File: src/rtl/io_port_unit.sv
// Input/output port unit: per-channel strobe-captured input FIFOs with an
// edge-triggered datapath read, plus an output register with valid/ack handshake.
module io_port_unit #(
  parameter int WIDTH = 32,
  parameter int DEPTH = 4,
  parameter int NCH   = 2,
  parameter int SEL_W = (NCH > 1) ? $clog2(NCH) : 1
) (
  input  logic                 Clock,
  input  logic                 clear_n,
  input  logic [NCH-1:0]       strobe,
  input  logic [NCH*WIDTH-1:0] input_data,
  input  logic [SEL_W-1:0]     port_sel,
  input  logic                 InPortout,
  output logic [WIDTH-1:0]     BusMuxInInPortout,
  output logic [NCH-1:0]       in_empty,
  output logic [NCH-1:0]       in_full,
  output logic [NCH-1:0]       in_overflow,
  input  logic [WIDTH-1:0]     BusOut,
  input  logic                 OutPortin,
  output logic [WIDTH-1:0]     output_data,
  output logic                 out_valid,
  input  logic                 out_ack,
  output logic                 out_overrun,
  input  logic                 flag_clear
);

  localparam int PTR_W = $clog2(DEPTH);
  localparam int CNT_W = PTR_W + 1;
  localparam logic [CNT_W-1:0] FULL_CNT = CNT_W'(DEPTH);

  logic [NCH-1:0]   strobe_q;
  logic             rd_q;
  logic [WIDTH-1:0] mem    [NCH][DEPTH];
  logic [PTR_W-1:0] wr_ptr [NCH];
  logic [PTR_W-1:0] rd_ptr [NCH];
  logic [CNT_W-1:0] count  [NCH];

  logic [NCH-1:0]   push, pop, accept, drop;
  logic             rd_edge;
  logic [WIDTH-1:0] head;

  // NOTE: every variable written here gets a default first, so no latch is inferred.
  always_comb begin
    rd_edge = InPortout & ~rd_q;
    push    = strobe & ~strobe_q;
    pop     = '0;
    accept  = '0;
    drop    = '0;
    head    = '0;
    for (int c = 0; c < NCH; c++) begin
      // Out-of-range or empty selection leaves head at 0 and pops nothing.
      if (rd_edge && port_sel == SEL_W'(c) && count[c] != '0) begin
        pop[c] = 1'b1;
        head   = mem[c][rd_ptr[c]];
      end
      // A simultaneous pop frees the slot, so a full FIFO still accepts.
      accept[c] = push[c] && (count[c] != FULL_CNT || pop[c]);
      drop[c]   = push[c] && count[c] == FULL_CNT && !pop[c];
    end
  end

  always_comb begin
    in_empty = '0;
    in_full  = '0;
    for (int c = 0; c < NCH; c++) begin
      in_empty[c] = (count[c] == '0);
      in_full[c]  = (count[c] == FULL_CNT);
    end
  end

  // NOTE: sequential state uses non-blocking assignments only, so every
  // register samples pre-edge values regardless of statement order.
  always_ff @(posedge Clock or negedge clear_n) begin
    if (!clear_n) begin
      strobe_q          <= '0;
      rd_q              <= 1'b0;
      in_overflow       <= '0;
      BusMuxInInPortout <= '0;
      for (int c = 0; c < NCH; c++) begin
        wr_ptr[c] <= '0;
        rd_ptr[c] <= '0;
        count[c]  <= '0;
      end
    end else begin
      strobe_q <= strobe;
      rd_q     <= InPortout;
      if (rd_edge) BusMuxInInPortout <= head;
      for (int c = 0; c < NCH; c++) begin
        if (accept[c]) wr_ptr[c] <= wr_ptr[c] + PTR_W'(1);
        if (pop[c])    rd_ptr[c] <= rd_ptr[c] + PTR_W'(1);
        count[c]       <= count[c] + CNT_W'(accept[c]) - CNT_W'(pop[c]);
        // Set wins over a same-cycle clear.
        in_overflow[c] <= drop[c] | (in_overflow[c] & ~flag_clear);
      end
    end
  end

  // NOTE: FIFO storage is not reset; pointers and counts alone define which
  // entries are valid, so the array can map onto plain RAM.
  always_ff @(posedge Clock) begin
    for (int c = 0; c < NCH; c++) begin
      if (accept[c]) mem[c][wr_ptr[c]] <= input_data[c*WIDTH +: WIDTH];
    end
  end

  always_ff @(posedge Clock or negedge clear_n) begin
    if (!clear_n) begin
      output_data <= '0;
      out_valid   <= 1'b0;
      out_overrun <= 1'b0;
    end else begin
      out_overrun <= (OutPortin && out_valid && !out_ack) | (out_overrun & ~flag_clear);
      if (OutPortin) begin
        output_data <= BusOut;
        out_valid   <= 1'b1;
      end else if (out_ack) begin
        out_valid <= 1'b0;
      end
    end
  end

endmodule

File: config.mk
export PLATFORM = sky130hd
export DESIGN_NAME = io_port_unit
export DESIGN_NICKNAME = d
export VERILOG_FILES = /design/src/rtl/io_port_unit.sv
export SDC_FILE = /design/constraint.sdc
export NUM_CORES = 1
export LEC_CHECK = 0
export CAP_MARGIN = 20
export CELL_PAD_IN_SITES_DETAIL_PLACEMENT = 0
export CELL_PAD_IN_SITES_GLOBAL_PLACEMENT = 1
export CORE_ASPECT_RATIO = 1.75
export CORE_MARGIN = 2
export CORE_UTILIZATION = 42
export DETAILED_ROUTE_END_ITERATION = 6
export PLACE_DENSITY = 0.68
export SETUP_SLACK_MARGIN = 0.1
export SLEW_MARGIN = 10
export SYNTH_ARGS = -nofsm -noshare
export SYNTH_HDL_FRONTEND = slang
export SYNTH_SLANG_ARGS = --single-unit
export TNS_END_PERCENT = 5
File: constraint.sdc
create_clock -name Clock -period 2.9 [get_ports Clock]
set_clock_uncertainty 0.2 [all_clocks]
set_input_delay 0.29 -clock Clock [delete_from_list [all_inputs] [get_ports Clock]]
set_output_delay 0.29 -clock Clock [all_outputs]
set_load 0.02 [all_outputs]
# Word level (Yosys, flattened, before mapping)
# Memories as Yosys holds them, arrays and structs flattened.
# Cells that the tools add are included.
# totals
in_bits	105
reg_bits	85
output_inout_bits	72
word_cells	92
n_memories	1
mem_bits_rw	256
# op_classes
n_lt_le_gt_ge	6
addsub	8
muxes	20
reduce_logical	24
eq_ne	4
n_bitwise	16
# memory_table
memory	depth	word_bits	read_ports	rd_clocked_by_memory_dff	write_ports	line_no	text
mem	2	128	2	0	2	34	logic [WIDTH-1:0] mem [NCH][DEPTH];
# ops
operator	count
$mux W128	2
$mux W32	8
$bmux W32 S2	2
$demux W32 S2	2
$logic_and A1 B1 Y1	14
$ge A3 B3 Y1 const B	4
$not A2 Y3	4
$add A2 B1 Y2 const B	4
$add A3 B1 Y3	2
$eq A3 B3 Y1 const B	2
$logic_not A3 Y1	2
$lt A3 B1 Y1 const B	2
$mux W1	6
$ne A3 B3 Y1 const B	2
$reduce_bool A3 Y1	2
$sub A3 B1 Y3	2
$and A1 B1 Y1	4
$logic_not A1 Y1	3
$not A1 Y1	3
$or A1 B1 Y1	3
$and A2 B2 Y2	1
$logic_or A1 B1 Y1	2
$not A2 Y2	1
$reduce_bool A2 Y1	1

# Depth between registers and ports, before layout
# depth
word_depth	9
mapped_depth	8
depth_no_buf	7

# Least setup slack after synthesis
# OpenSTA, ideal clock, no wires.
# synth_timing
path_kind	register -> register
start	reg count[1] (netlist name)
end	reg count[2] (netlist name)
n_path_buf	0
path_stages_with_launch	8
t_required_ps	2577
path_slack_ps	150
arrival_ps	2427
setup_time_ps	123
synth_period_minus_slack_ps	2750
cell_sequence	dfrtp_1 > nor3b_1 > a21oi_1 > a21bo_2 > ha_1 > fa_1 > xor2_1 > xnor2_1
# synth_between
elab_chain_cells	7
word_cells_on_any_way	8
classes_between	add/sub (2); eq/ne (1); mux (1); reduce/logical (4)
# synth_lines
item	line_no	text
start: declaration	37	logic [CNT_W-1:0] count [NCH];
start signal: indexed assignment	92	count[c] <= count[c] + CNT_W'(accept[c]) - CNT_W'(pop[c]);
$reduce_bool A3 Y1	53	if (rd_edge && port_sel == SEL_W'(c) && count[c] != '0) begin
$logic_and A1 B1 Y1	53	
$mux W1	53	
$logic_or A1 B1 Y1	58	accept[c] = push[c] && (count[c] != FULL_CNT || pop[c]);
$logic_and A1 B1 Y1	58	
$add A3 B1 Y3	92	
$sub A3 B1 Y3 *	92	
# Mark *: on every way between the ends. The rest lies on a longest branch, timed or not.
# A chain may end at the register's enable or synchronous reset.

# Worst setup path in the final report
# layout_timing
start	reg count[1] (netlist name)
end	out in_empty[1]
# layout_between
elab_chain_cells	1
# layout_lines
item	line_no	text
$logic_not A3 Y1	67	in_empty[c] = (count[c] == '0);
end: declaration	16	output logic [NCH-1:0] in_empty,
# No other way between the ends.

==> metrics.md <==
| Metric | Value |
|---|---|
| WL/cell | 21.5 um |
| WP data arrival | 2090 ps |
| Status | complete, no violations |
| TritonCTS clock tree | yes |
| Met2 Use GR | 31.3% |
| Post-Syn Nets | 757 |
| H-tree depth | 1 |
| Mean post-synth cell area | 20.3 sq um |
| Fill cell total of the finished layout | 2433 |
| Clock Power Share | 28.5% |
| P per Cell Area | 883 nW/um^2 |
| CP Launch Type | flop |
| Die span in x | 137 um |
| Crit share post-route | 88.8% |
| Max Freq | 388 MHz |
| Cts bufs inserted | 30 |
| Initial Util | 42.3% |
| Num rows | 85 |
| Vias | 6565 |
| Critical path fanouts, max | 4 |
| Internal power | 10.4 mW |
| Setup TNS | 0 ps |
| Worst R2R Setup Slack | 340 ps |
| Clock Path Buffers | 3 |
| Post-synthesis cell count | 640 |
| Die ar. | 32400 sq um |
| Grt ovf | 0 |
| First DRT Iteration DRCs | 247 |
| Post-synthesis cell type count | 33 |
| Global Route met1 Usage | 19.7% |
| Leakage | 5.75 nW |
| Nets@finish | 953 |
| Hold slack | 82.6 ps |
| Core ar. | 30600 sq um |
| All-Layer GR Usage | 16.8% |
| Ant diodes | 0 |
| Global routing's busiest layer | met2 |
| Sequential power share | 44.6% |
| Worst setup path class | reg -> out |
| Final Max Tran Viols | 0 |
| Worst slew pin tran | 674 ps |
| # port buffers | 176 |
| Comb pwr share | 26.9% |
| Post-synth ARST share | 24.9% |
| Primary FF master, synth | edfxtp_1 |
| Synth Register Bits | 341 |
| Layout cells sized above 1 | 20.6% |
| Root buf cell | clkbuf_16 |
| Final setup vio count | 0 |
| Final ANT Viol Nets | 0 |
| Sequential fraction of the synthesis area | 75.7% |
| Met3 Track Usage GR | 2.18% |
| WP data required | 2410 ps |
| Clk Latency, worst-skew pair | 570 ps |
| Vias in the first global route | 7164 |
| Worst vdd ir | 0.000478 V |
| Hold Crit Class | in -> async |
| # clock sinks | 341 |
| Reg clk slew, reported paths | 70 ps |
| RSZ-0062 raised after global routing | no |
| Yosys warning count | 0 |
| DRT Pass-1 Iters | 4 |
| Vias per Instance | 5.25 |
| Area growth, synth to finish | 26.4% |
| First-pass GRT wire length | 41000 um |
| Final Hold Viols | 0 |
| GPL Wtd Cong | 0.764 |
| Dpl hpwl | 18000 um |
| Die height | 236 um |
| Sw Ratio | 28.3% |
| Maxcap violations | 0 |
| Post-synth EDFFs | 256 |
| Initial antenna violation count | 0 |
| Kind of end point of the critical path | output port |
| DRC viols | 0 |
| Period minus WS final | 2580 ps |
| Switching pwr | 4.09 mW |
| I/O pins | 177 |
| Slew margin rel. | 55.1% |
| Synthesized area | 13000 sq um |
| Largest net degree at the start of global routing | 45 |
| Total wire length | 26900 um |
placed cells by master, fill, tap and decap left out, types with 7 or more instances in the layout:
master             n
mux2_2            33
inv_1             10
clkinv_2           7
buf_12            12
nand2_1           36
ha_1              10
edfxtp_1         256
nand3_1           36
xnor2_1            8
mux4_2            60
buf_4             12
a32oi_1           32
clkbuf_16         31
clkdlybuf4s50_1  174
dfrtp_1           83
area by class of cell:
class	instances	area [sq um]	area share (%)
Clock inverter	24	259	1.58
Tap cell	391	489	2.98
Inverter	10	37.5	0.229
Timing Repair Buffer	202	2110	12.9
Sequential cell	341	9820	59.9
Multi-Input combinational cell	251	2900	17.7
Clock buffer	32	779	4.75
critical path: stages (launching register included):
cell and delay (ps):
dfrtp_1 430, or3_1 410, inv_1 90, clkdlybuf4s50_1 600
cell families (layout without fill, tap and decap cells):
family          after synthesis  in the layout  synth area share, %
flops                       341            341                 75.7
mux                          98             98                 14.2
simple gates                 91             91                 3.46
buf+inv                      48            268                 2.04
compound gates               40             40                 2.69
fa+ha+maj                    12             12                 1.27
xor+xnor                     10             10                0.675
timing repair:
item / in CTS / in global routing
setup buffers: 0 / 0
hold endpoints to repair: 45 / 0
gates resized for setup: 1 / 0
hold buffers: 3 / 0
setup endpoints to repair: 1 / 0
metrics by stage:
stage	total power, mW	instances	util, %	setup slack, ps	area, sq um
floorplan	8.96	640	-	150	13000
global placement	10.4	1192	50.0	326	15300
detailed placement	10.5	1192	50.0	247	15300
CTS	14.7	1251	53.5	292	16400
global route	15.1	1251	53.5	219	16400
finish	14.5	1251	53.5	324	16400
flip-flops by register name (all words and copies together), names as in the netlist:
name / count
out_valid: 1
rd_q: 1
wr_ptr: 4
out_overrun: 1
output_data: 32
mem: 256
rd_ptr: 4
count: 6
in_overflow: 2
BusMuxInInPortout: 32
strobe_q: 2
power by group through the flow:
| stage | registers, mW | clock network, mW | logic (mW) |
|---|---|---|---|
| floorplan | 6.71 | 0 | 2.25 |
| global placement | 6.53 | 0 | 3.91 |
| detailed placement | 6.58 | 0 | 3.95 |
| CTS | 6.48 | 4.23 | 3.97 |
| global route | 6.54 | 4.39 | 4.19 |
| finish | 6.46 | 4.13 | 3.89 |
cell usage after synthesis (all sizes together) (3+ instances only):
master | count | area share [%]
ha | 10 | 0.96
mux4 | 64 | 11
dfrtp | 85 | 16
mux2 | 34 | 3.0
edfxtp | 256 | 59
xnor2 | 8 | 0.54
a32oi | 32 | 2.2
nand2b | 3 | 0.14
and2 | 8 | 0.39
buf | 20 | 1.2
nor3b | 3 | 0.21
nand2 | 36 | 1.0
inv | 10 | 0.29
clkbuf | 18 | 0.52
nand3 | 36 | 1.4
worst paths after layout:
check | start | end | depth (start not counted)
max | count[1]$_DFF_PN0_ | in_empty[1] | 3
min | clear_n | in_overflow[0]$_DFF_PN0_ | 2
max reg2reg | count[1]$_DFF_PN0_ | count[2]$_DFF_PN0_ | 8
min reg2reg | count[2]$_DFF_PN0_ | count[2]$_DFF_PN0_ | 1
max in group asynchronous | clear_n | output_data[13]$_DFFE_PN0P_ | 3
min in group Clock | InPortout | rd_q$_DFF_PN0_ | 1
per-layer routing:
metal  vias up  share of wire (%)
li1       2954                  -
met1      3385                 38
met2       186                 55
met3        40                4.8
met4         0                2.5
met5         -                  0
(Power assumes the default switching activity.)
